===== config.mk =====
export PLATFORM = sky130hd
export DESIGN_NAME = regfile_wb_arbiter_flat
export DESIGN_NICKNAME = d
export VERILOG_FILES = /design/src/rtl/regfile_wb_arbiter_pkg.sv /design/src/rtl/regfile_wb_arbiter_if.sv /design/src/rtl/regfile_wb_arbiter_scoreboard.sv /design/src/rtl/regfile_wb_arbiter.sv /design/src/flat_wrapper.sv
export SDC_FILE = /design/constraint.sdc
export NUM_CORES = 1
export LEC_CHECK = 0
export CORE_ASPECT_RATIO = 1.75
export CORE_MARGIN = 2
export CORE_UTILIZATION = 25
export CTS_BUF_LIST = sky130_fd_sc_hd__clkbuf_8
export CTS_CLUSTER_SIZE = 30
export DETAILED_ROUTE_END_ITERATION = 7
export DONT_BUFFER_PORTS = 1
export HOLD_SLACK_MARGIN = 0.02
export PLACE_DENSITY = 0.38
export SYNTH_ARGS = -nofsm -noshare
export SYNTH_HDL_FRONTEND = slang
export SYNTH_SLANG_ARGS = --single-unit

===== constraint.sdc =====
create_clock -name clk -period 3.5 [get_ports clk]
set_input_delay 1.05 -clock clk [delete_from_list [all_inputs] [get_ports clk]]
set_output_delay 1.05 -clock clk [all_outputs]
set_load 0.02 [all_outputs]

===== src/rtl/regfile_wb_arbiter_pkg.sv =====
// regfile_wb_arbiter_pkg: shared widths, register count and requester index type
package regfile_wb_arbiter_pkg;
  localparam int DEF_REGISTER_LEN = 32;
  localparam int DEF_REGFILE_ADDRESS_LEN = 4;
  localparam int NUM_REGS = 16;
  typedef enum logic {REQ0 = 1'b0, REQ1 = 1'b1} req_idx_t;
endpackage


===== src/rtl/regfile_wb_arbiter_if.sv =====
// regfile_wb_arbiter_if: issue, two write-back requesters, register-file write port, busy/overflow status
interface regfile_wb_arbiter_if #(
  parameter int REGISTER_LEN = regfile_wb_arbiter_pkg::DEF_REGISTER_LEN,
  parameter int REGFILE_ADDRESS_LEN = regfile_wb_arbiter_pkg::DEF_REGFILE_ADDRESS_LEN
);
  logic issue_valid;
  logic [REGFILE_ADDRESS_LEN-1:0] issue_dest;
  logic req0_valid, req0_ready;
  logic [REGFILE_ADDRESS_LEN-1:0] req0_dest;
  logic [REGISTER_LEN-1:0] req0_data;
  logic req1_valid, req1_ready;
  logic [REGFILE_ADDRESS_LEN-1:0] req1_dest;
  logic [REGISTER_LEN-1:0] req1_data;
  logic wb_enable;
  logic [REGFILE_ADDRESS_LEN-1:0] dest_wb;
  logic [REGISTER_LEN-1:0] result_wb;
  logic [regfile_wb_arbiter_pkg::NUM_REGS-1:0] busy;
  logic overflow;
  modport master (
    output issue_valid, issue_dest, req0_valid, req0_dest, req0_data, req1_valid, req1_dest, req1_data,
    input req0_ready, req1_ready, wb_enable, dest_wb, result_wb, busy, overflow
  );
  modport slave (
    input issue_valid, issue_dest, req0_valid, req0_dest, req0_data, req1_valid, req1_dest, req1_data,
    output req0_ready, req1_ready, wb_enable, dest_wb, result_wb, busy, overflow
  );
endinterface


===== src/rtl/regfile_wb_arbiter_scoreboard.sv =====
// wb_scoreboard: saturating 2-bit pending count per register; issue increments, accepted write-back decrements, busy/overflow out
module wb_scoreboard #(
  parameter int AW = regfile_wb_arbiter_pkg::DEF_REGFILE_ADDRESS_LEN,
  parameter int N = regfile_wb_arbiter_pkg::NUM_REGS
) (
  input  logic clk,
  input  logic rst_n,
  input  logic inc_i,
  input  logic [AW-1:0] inc_idx_i,
  input  logic dec_i,
  input  logic [AW-1:0] dec_idx_i,
  output logic [N-1:0] busy_o,
  output logic ovf_o
);
  logic [N-1:0] err;
  logic ovf_q, ovf_d;
  for (genvar i = 0; i < N; i++) begin : g_reg
    logic inc, dec;
    logic [1:0] cnt_q, cnt_d;
    assign inc = inc_i && inc_idx_i == AW'(i);
    assign dec = dec_i && dec_idx_i == AW'(i);
    assign cnt_d = (inc == dec) ? cnt_q
                 : inc ? ((cnt_q == 2'd3) ? cnt_q : cnt_q + 2'd1)
                 : ((cnt_q == 2'd0) ? cnt_q : cnt_q - 2'd1);
    assign err[i] = (inc && !dec && cnt_q == 2'd3) || (dec && !inc && cnt_q == 2'd0);
    assign busy_o[i] = |cnt_q;
    always_ff @(posedge clk or negedge rst_n)
      if (!rst_n) cnt_q <= 2'd0;
      else cnt_q <= cnt_d;
  end
  assign ovf_d = ovf_q | (|err);
  assign ovf_o = ovf_q;
  always_ff @(posedge clk or negedge rst_n)
    if (!rst_n) ovf_q <= 1'b0;
    else ovf_q <= ovf_d;
endmodule


===== src/rtl/regfile_wb_arbiter.sv =====
// regfile_wb_arbiter: round-robin arbitration of two write-back requesters onto one registered register-file write port, with pending-write scoreboard
module regfile_wb_arbiter #(
  parameter int REGISTER_LEN = regfile_wb_arbiter_pkg::DEF_REGISTER_LEN,
  parameter int REGFILE_ADDRESS_LEN = regfile_wb_arbiter_pkg::DEF_REGFILE_ADDRESS_LEN
) (
  input logic clk,
  input logic rst_n,
  regfile_wb_arbiter_if.slave bus
);
  import regfile_wb_arbiter_pkg::*;
  req_idx_t rr_q, rr_d;
  logic g0, g1, xfer;
  logic [REGFILE_ADDRESS_LEN-1:0] sel_dest, dest_q, dest_d;
  logic [REGISTER_LEN-1:0] sel_data, data_q, data_d;
  logic wbe_q, wbe_d;
  always_comb begin
    g0 = rst_n && bus.req0_valid && (!bus.req1_valid || rr_q == REQ1);
    g1 = rst_n && bus.req1_valid && (!bus.req0_valid || rr_q == REQ0);
    xfer = g0 || g1;
    sel_dest = g1 ? bus.req1_dest : bus.req0_dest;
    sel_data = g1 ? bus.req1_data : bus.req0_data;
    rr_d = xfer ? (g1 ? REQ1 : REQ0) : rr_q;
    wbe_d = xfer;
    dest_d = xfer ? sel_dest : dest_q;
    data_d = xfer ? sel_data : data_q;
  end
  always_ff @(posedge clk or negedge rst_n)
    if (!rst_n) begin
      rr_q <= REQ1;
      wbe_q <= 1'b0;
      dest_q <= '0;
      data_q <= '0;
    end else begin
      rr_q <= rr_d;
      wbe_q <= wbe_d;
      dest_q <= dest_d;
      data_q <= data_d;
    end
  assign bus.req0_ready = g0;
  assign bus.req1_ready = g1;
  assign bus.wb_enable = wbe_q;
  assign bus.dest_wb = dest_q;
  assign bus.result_wb = data_q;
  wb_scoreboard #(.AW(REGFILE_ADDRESS_LEN), .N(NUM_REGS)) u_sb (
    .clk(clk),
    .rst_n(rst_n),
    .inc_i(bus.issue_valid),
    .inc_idx_i(bus.issue_dest),
    .dec_i(xfer),
    .dec_idx_i(sel_dest),
    .busy_o(bus.busy),
    .ovf_o(bus.overflow)
  );
endmodule


===== src/flat_wrapper.sv =====
// flat-port wrapper written by rule: the top's interface ports become plain ports
module regfile_wb_arbiter_flat import regfile_wb_arbiter_pkg::*;
#(
  parameter int REGISTER_LEN = regfile_wb_arbiter_pkg::DEF_REGISTER_LEN,
  parameter int REGFILE_ADDRESS_LEN = regfile_wb_arbiter_pkg::DEF_REGFILE_ADDRESS_LEN
)
  (clk, rst_n, bus_issue_valid, bus_issue_dest, bus_req0_valid, bus_req0_dest, bus_req0_data, bus_req1_valid, bus_req1_dest, bus_req1_data, bus_req0_ready, bus_req1_ready, bus_wb_enable, bus_dest_wb, bus_result_wb, bus_busy, bus_overflow);
  regfile_wb_arbiter_if #(.REGISTER_LEN(REGISTER_LEN), .REGFILE_ADDRESS_LEN(REGFILE_ADDRESS_LEN)) bus_i ();
  input logic clk;
  input logic rst_n;
  input wire logic [$bits(bus_i.issue_valid)-1:0] bus_issue_valid;
  input wire logic [$bits(bus_i.issue_dest)-1:0] bus_issue_dest;
  input wire logic [$bits(bus_i.req0_valid)-1:0] bus_req0_valid;
  input wire logic [$bits(bus_i.req0_dest)-1:0] bus_req0_dest;
  input wire logic [$bits(bus_i.req0_data)-1:0] bus_req0_data;
  input wire logic [$bits(bus_i.req1_valid)-1:0] bus_req1_valid;
  input wire logic [$bits(bus_i.req1_dest)-1:0] bus_req1_dest;
  input wire logic [$bits(bus_i.req1_data)-1:0] bus_req1_data;
  output wire logic [$bits(bus_i.req0_ready)-1:0] bus_req0_ready;
  output wire logic [$bits(bus_i.req1_ready)-1:0] bus_req1_ready;
  output wire logic [$bits(bus_i.wb_enable)-1:0] bus_wb_enable;
  output wire logic [$bits(bus_i.dest_wb)-1:0] bus_dest_wb;
  output wire logic [$bits(bus_i.result_wb)-1:0] bus_result_wb;
  output wire logic [$bits(bus_i.busy)-1:0] bus_busy;
  output wire logic [$bits(bus_i.overflow)-1:0] bus_overflow;
  assign bus_i.issue_valid = bus_issue_valid;
  assign bus_i.issue_dest = bus_issue_dest;
  assign bus_i.req0_valid = bus_req0_valid;
  assign bus_i.req0_dest = bus_req0_dest;
  assign bus_i.req0_data = bus_req0_data;
  assign bus_i.req1_valid = bus_req1_valid;
  assign bus_i.req1_dest = bus_req1_dest;
  assign bus_i.req1_data = bus_req1_data;
  assign bus_req0_ready = bus_i.req0_ready;
  assign bus_req1_ready = bus_i.req1_ready;
  assign bus_wb_enable = bus_i.wb_enable;
  assign bus_dest_wb = bus_i.dest_wb;
  assign bus_result_wb = bus_i.result_wb;
  assign bus_busy = bus_i.busy;
  assign bus_overflow = bus_i.overflow;
  regfile_wb_arbiter #(.REGISTER_LEN(REGISTER_LEN), .REGFILE_ADDRESS_LEN(REGFILE_ADDRESS_LEN)) u_core (.clk(clk), .rst_n(rst_n), .bus(bus_i));
endmodule

==> results by stage <==
Outcome:
- The run finished with clean final reports.

Cells and area:
- The flip-flop and latch area is 0.00178 mm2.
- Once layout is complete, the utilization of the core stands at 0.289.
- For this run, the number of standard cells in the final layout without fillers is slightly above 800.
- After filler insertion, the fill cell instance count of the layout stands at approximately 1900.
- The library cell used most frequently in the layout, excluding fill and tap cells, is nand2_1.
- The multi-input combinational cells in the finished layout cover a total of approximately 0.0025 mm2.
- The top cell types in the final layout, fill and taps aside, are nand2_1, nor2_1, dfrtp_1.
- The net count of the finished layout is between 600 and 700.
- The layout cell share with drive strength beyond 1 is 0.0829.
- From synthesis to final layout, the design area changed by 12.7%.
- The number of antenna repair diodes is 0.

Timing:
- The final number of max-transition violations is 0.
- The post-route clock period utilization is 0.870.
- At the pin with the least slew margin, the transition time is 0.671 ns.
- The count of final setup violators is 0.
- The worst path in the final design needs a cycle of about 3 ns, including I/O delays and setup.
- The worst max-slew margin expressed relative to the limit is 0.552.
- The final total negative setup slack is 0 ns.
- The hold violation total from the final report is 0.
- Setup repair after global routing left no endpoint under its margin.
- Between clock sinks in the finished design, the worst skew comes to ~0.014 ns.
- Timing would allow up to 0.328 GHz.
- Across all hold checks on the routed design, the worst slack comes to ~0.38 ns.

Global route:
- The pin count of the biggest net entering global routing is between 70 and 80.
- The number of antenna violations at the first check in global routing is 0.
- The via count of the first global-routing pass was 4099.
- The first global-routing pass estimated roughly 23000 um of wire.
- The total overflow left after global routing is 0.
- Across every metal layer, demand over resource in global routing totals 0.155.

Die:
- roughly 140 I/O pins were placed.
- For this configuration, the core starts out at a cell density of 0.257.
- The die height is approximately 180 um.
- The die covers between 0.015 and 0.02 mm2.
- The total area inside the core boundary comes to 0.0175 mm2.
- The width of the die is ~110 um.
- The standard-cell row count is 64.

Power and ir drop:
- The share of total power dissipated in sequential elements is 0.498.
- For this design the total switching power over the nets is between 0.7 and 0.8 mW.
- The fraction of power consumed by combinational cells is 0.156.
- The maximum resistive drop on vdd is between 0.2 and 0.25 mV.
- Overall power consumption after layout is estimated at around 2.2 mW.
- The leakage power summed over all cells is between 2 and 2.5 nW.
- The switching part of the total power is 0.334.
- Dividing total power by cell area gives a power density of ~440 mW/mm2.
- Internal power comes to approximately 1.5 mW.
- The proportion of power drawn by the clock network is 0.346.

Worst setup path:
- The critical path start-end classification is in -> reg.
- For the worst setup path, the data arrival time is 3.28 ns.
- The type of element capturing the critical path is a register.
- The maximum fanout count along the critical path is 75.
- At the worst endpoint, the required time is between 3 and 4 ns.
- STA classifies the critical path startpoint as a primary input.

Synthesis:
- The mapped netlist covers 0.00450 mm2.
- Counting flops and latches in the post-synthesis netlist gives a little over 70.
- The average size of a mapped cell is 7.96 um2.
- Yosys mapped the design onto 44 distinct sky130hd cell types.
- The total number of yosys warnings is 0.
- The number of standard cells after synthesis is roughly 570.
- The register area share after synthesis is 0.395.
- When the netlist entered floorplanning its net count stood at 678.

Clocking:
- For this design, the CTS-stage hold fixing added 0 buffers.
- In this run the number of H-tree levels came out at 3.
- TritonCTS built the clock tree.
- The clock reaches the later pin of the worst-skew pair after 0.36 ns.
- Post-CTS repair changed the size of 0 cells.
- The post-CTS setup-driven buffer insertion count is 0.
- The longest clock path from root to sink contains 2 buffers.
- After clock tree synthesis, the clock-pin slew on the worst setup and hold paths is 0.09 ns.
- The number of CTS-inserted buffers is 9.
- Counting every sink on the clock net gives 71.
- The root buffer cell is clkbuf_8.

Flow run:
- Max-cap violations in this run came to 0.

Route:
- The number of vias per cell after detailed routing is just under 5.
- In this run, the number of DRC markers left after iteration 0 of detailed routing was between 200 and 250.
- The iteration count of the initial detailed-routing pass is 4.
- In the routed design, unresolved DRC markers number 0.
- The average wire length per cell after detail routing is around 18 um.
- The detail route stage leaves a number of antenna-violating nets equal to 0.
- The final wirelength is 14700 um.
- The total number of vias is slightly below 4000.

Placement:
- The port buffer count is 0.
- The cell count after placement is 794.
- The placer congestion estimate is around 0.84.
- Detailed placement ended at an HPWL of around 12000 um.

Min path:
- The class of the tightest hold or removal check is in -> async.
-- routing by layer --
metal  GRT usage  routed length [um]  share of wire  vias to the layer above
met2       0.286                7750           0.53                      133
met3      0.0363                 846          0.058                       22
met1       0.166                5570           0.38                     1875
li1            -                   -              -                     1940
met4      0.0661                 517          0.035                        0
met5           0                   0              0                        -
-- cell usage after synthesis --
master,instances,area [um2]
nand2_1,121,454
clkbuf_1,15,56.3
or4_1,1,7.51
o21bai_1,7,52.6
nor4b_1,2,17.5
nor2b_1,1,6.26
a221oi_1,1,8.76
nand4_1,4,25.0
nand2b_1,8,50.1
maj3_1,7,70.1
or3_4,1,11.3
maj3_2,1,11.3
inv_1,40,150
dfrtp_1,70,1750
a22oi_1,3,22.5
inv_2,1,3.75
nor3b_1,4,30.0
nand3b_1,2,15.0
mux2_2,4,45.0
mux2i_1,11,110
dfstp_2,1,26.3
or3b_1,1,8.76
nor4_1,1,6.26
nor3_1,14,70.1
ha_1,32,400
or3_1,1,6.26
o21ai_0,40,200
a211oi_1,3,22.5
and3_1,6,37.5
and2_1,2,12.5
o2bb2ai_1,3,26.3
or2_2,3,18.8
a32oi_1,4,35.0
a2111oi_0,1,8.76
a21oi_1,12,60.1
o21ai_1,1,5.00
nor2_1,78,293
or2_4,1,8.76
buf_2,4,20.0
o21a_1,5,37.5
nand2_2,1,6.26
o21ai_2,1,8.76
nand3_1,5,25.0
a31oi_1,41,257
-- flip-flops by register name (all words and copies together) (netlist names) --
register,count
u_core.bus.dest_wb,4
u_core.bus.result_wb,32
u_core.u_sb.g.cnt_q,32
u_core.bus.wb_enable,1
u_core.rr_q,1
u_core.u_sb.ovf_o,1
-- worst max-delay path, stage by stage --
cell and delay [ns]:
and2_1 0.22, nand2_2 0.21, mux2i_1 0.38, nand2_1 0.18, ha_1 0.21, a32oi_1 0.28
nand4_1 0.17, or4_1 0.53
-- area by class of cell --
| class | instances | area share |
|---|---|---|
| Inverter | 41 | 0.0304 |
| Clock buffer | 10 | 0.0272 |
| Clock inverter | 6 | 0.0178 |
| Timing Repair Buffer | 17 | 0.0252 |
| Multi-Input combinational cell | 434 | 0.492 |
| Sequential cell | 71 | 0.351 |
| Tap cell | 231 | 0.0570 |
-- final timing paths --
kind                              from                        to  slack (ns)  cells past startpoint
min in group clk           u_core.rr_q               u_core.rr_q        0.52                      2
hold reg to reg            u_core.rr_q               u_core.rr_q        0.52                      2
max in group asynchronous        rst_n               u_core.rr_q        2.88                      0
setup / recovery                 rst_n         u_core.u_sb.ovf_o        0.45                      8
hold / removal                   rst_n  u_core.bus.result_wb[13]        0.38                      0
setup reg to reg           u_core.rr_q         u_core.u_sb.ovf_o        0.72                      8
-- power by group through the flow --
stage               registers [mW]  logic, mW  clock network (mW)
floorplan                     1.08      0.274                   0
global placement              1.12      0.348                   0
finish                        1.11      0.347               0.770
detailed placement            1.12      0.353                   0
global route                  1.12      0.401               0.833
CTS                           1.11      0.355               0.811
-- logic make-up after synthesis --
family,count (synthesis),synth area share
AOI/OAI and AO/OA,122,0.165
adders and majority gates,40,0.107
buffers and inverters,60,0.0512
DFF,71,0.395
muxes,15,0.0345
and+or+nand+nor,257,0.247
-- through the flow --
| step | instance area [um2] | setup slack (ns) |
|---|---|---|
| finish | 5070 | 0.455 |
| global route | 5070 | 0.361 |
| CTS | 5070 | 0.508 |
| detailed placement | 4840 | 0.116 |
| global placement | 4840 | 0.0854 |
| floorplan | 4500 | 0.182 |
Note: power is estimated with default switching activity, not from simulation.
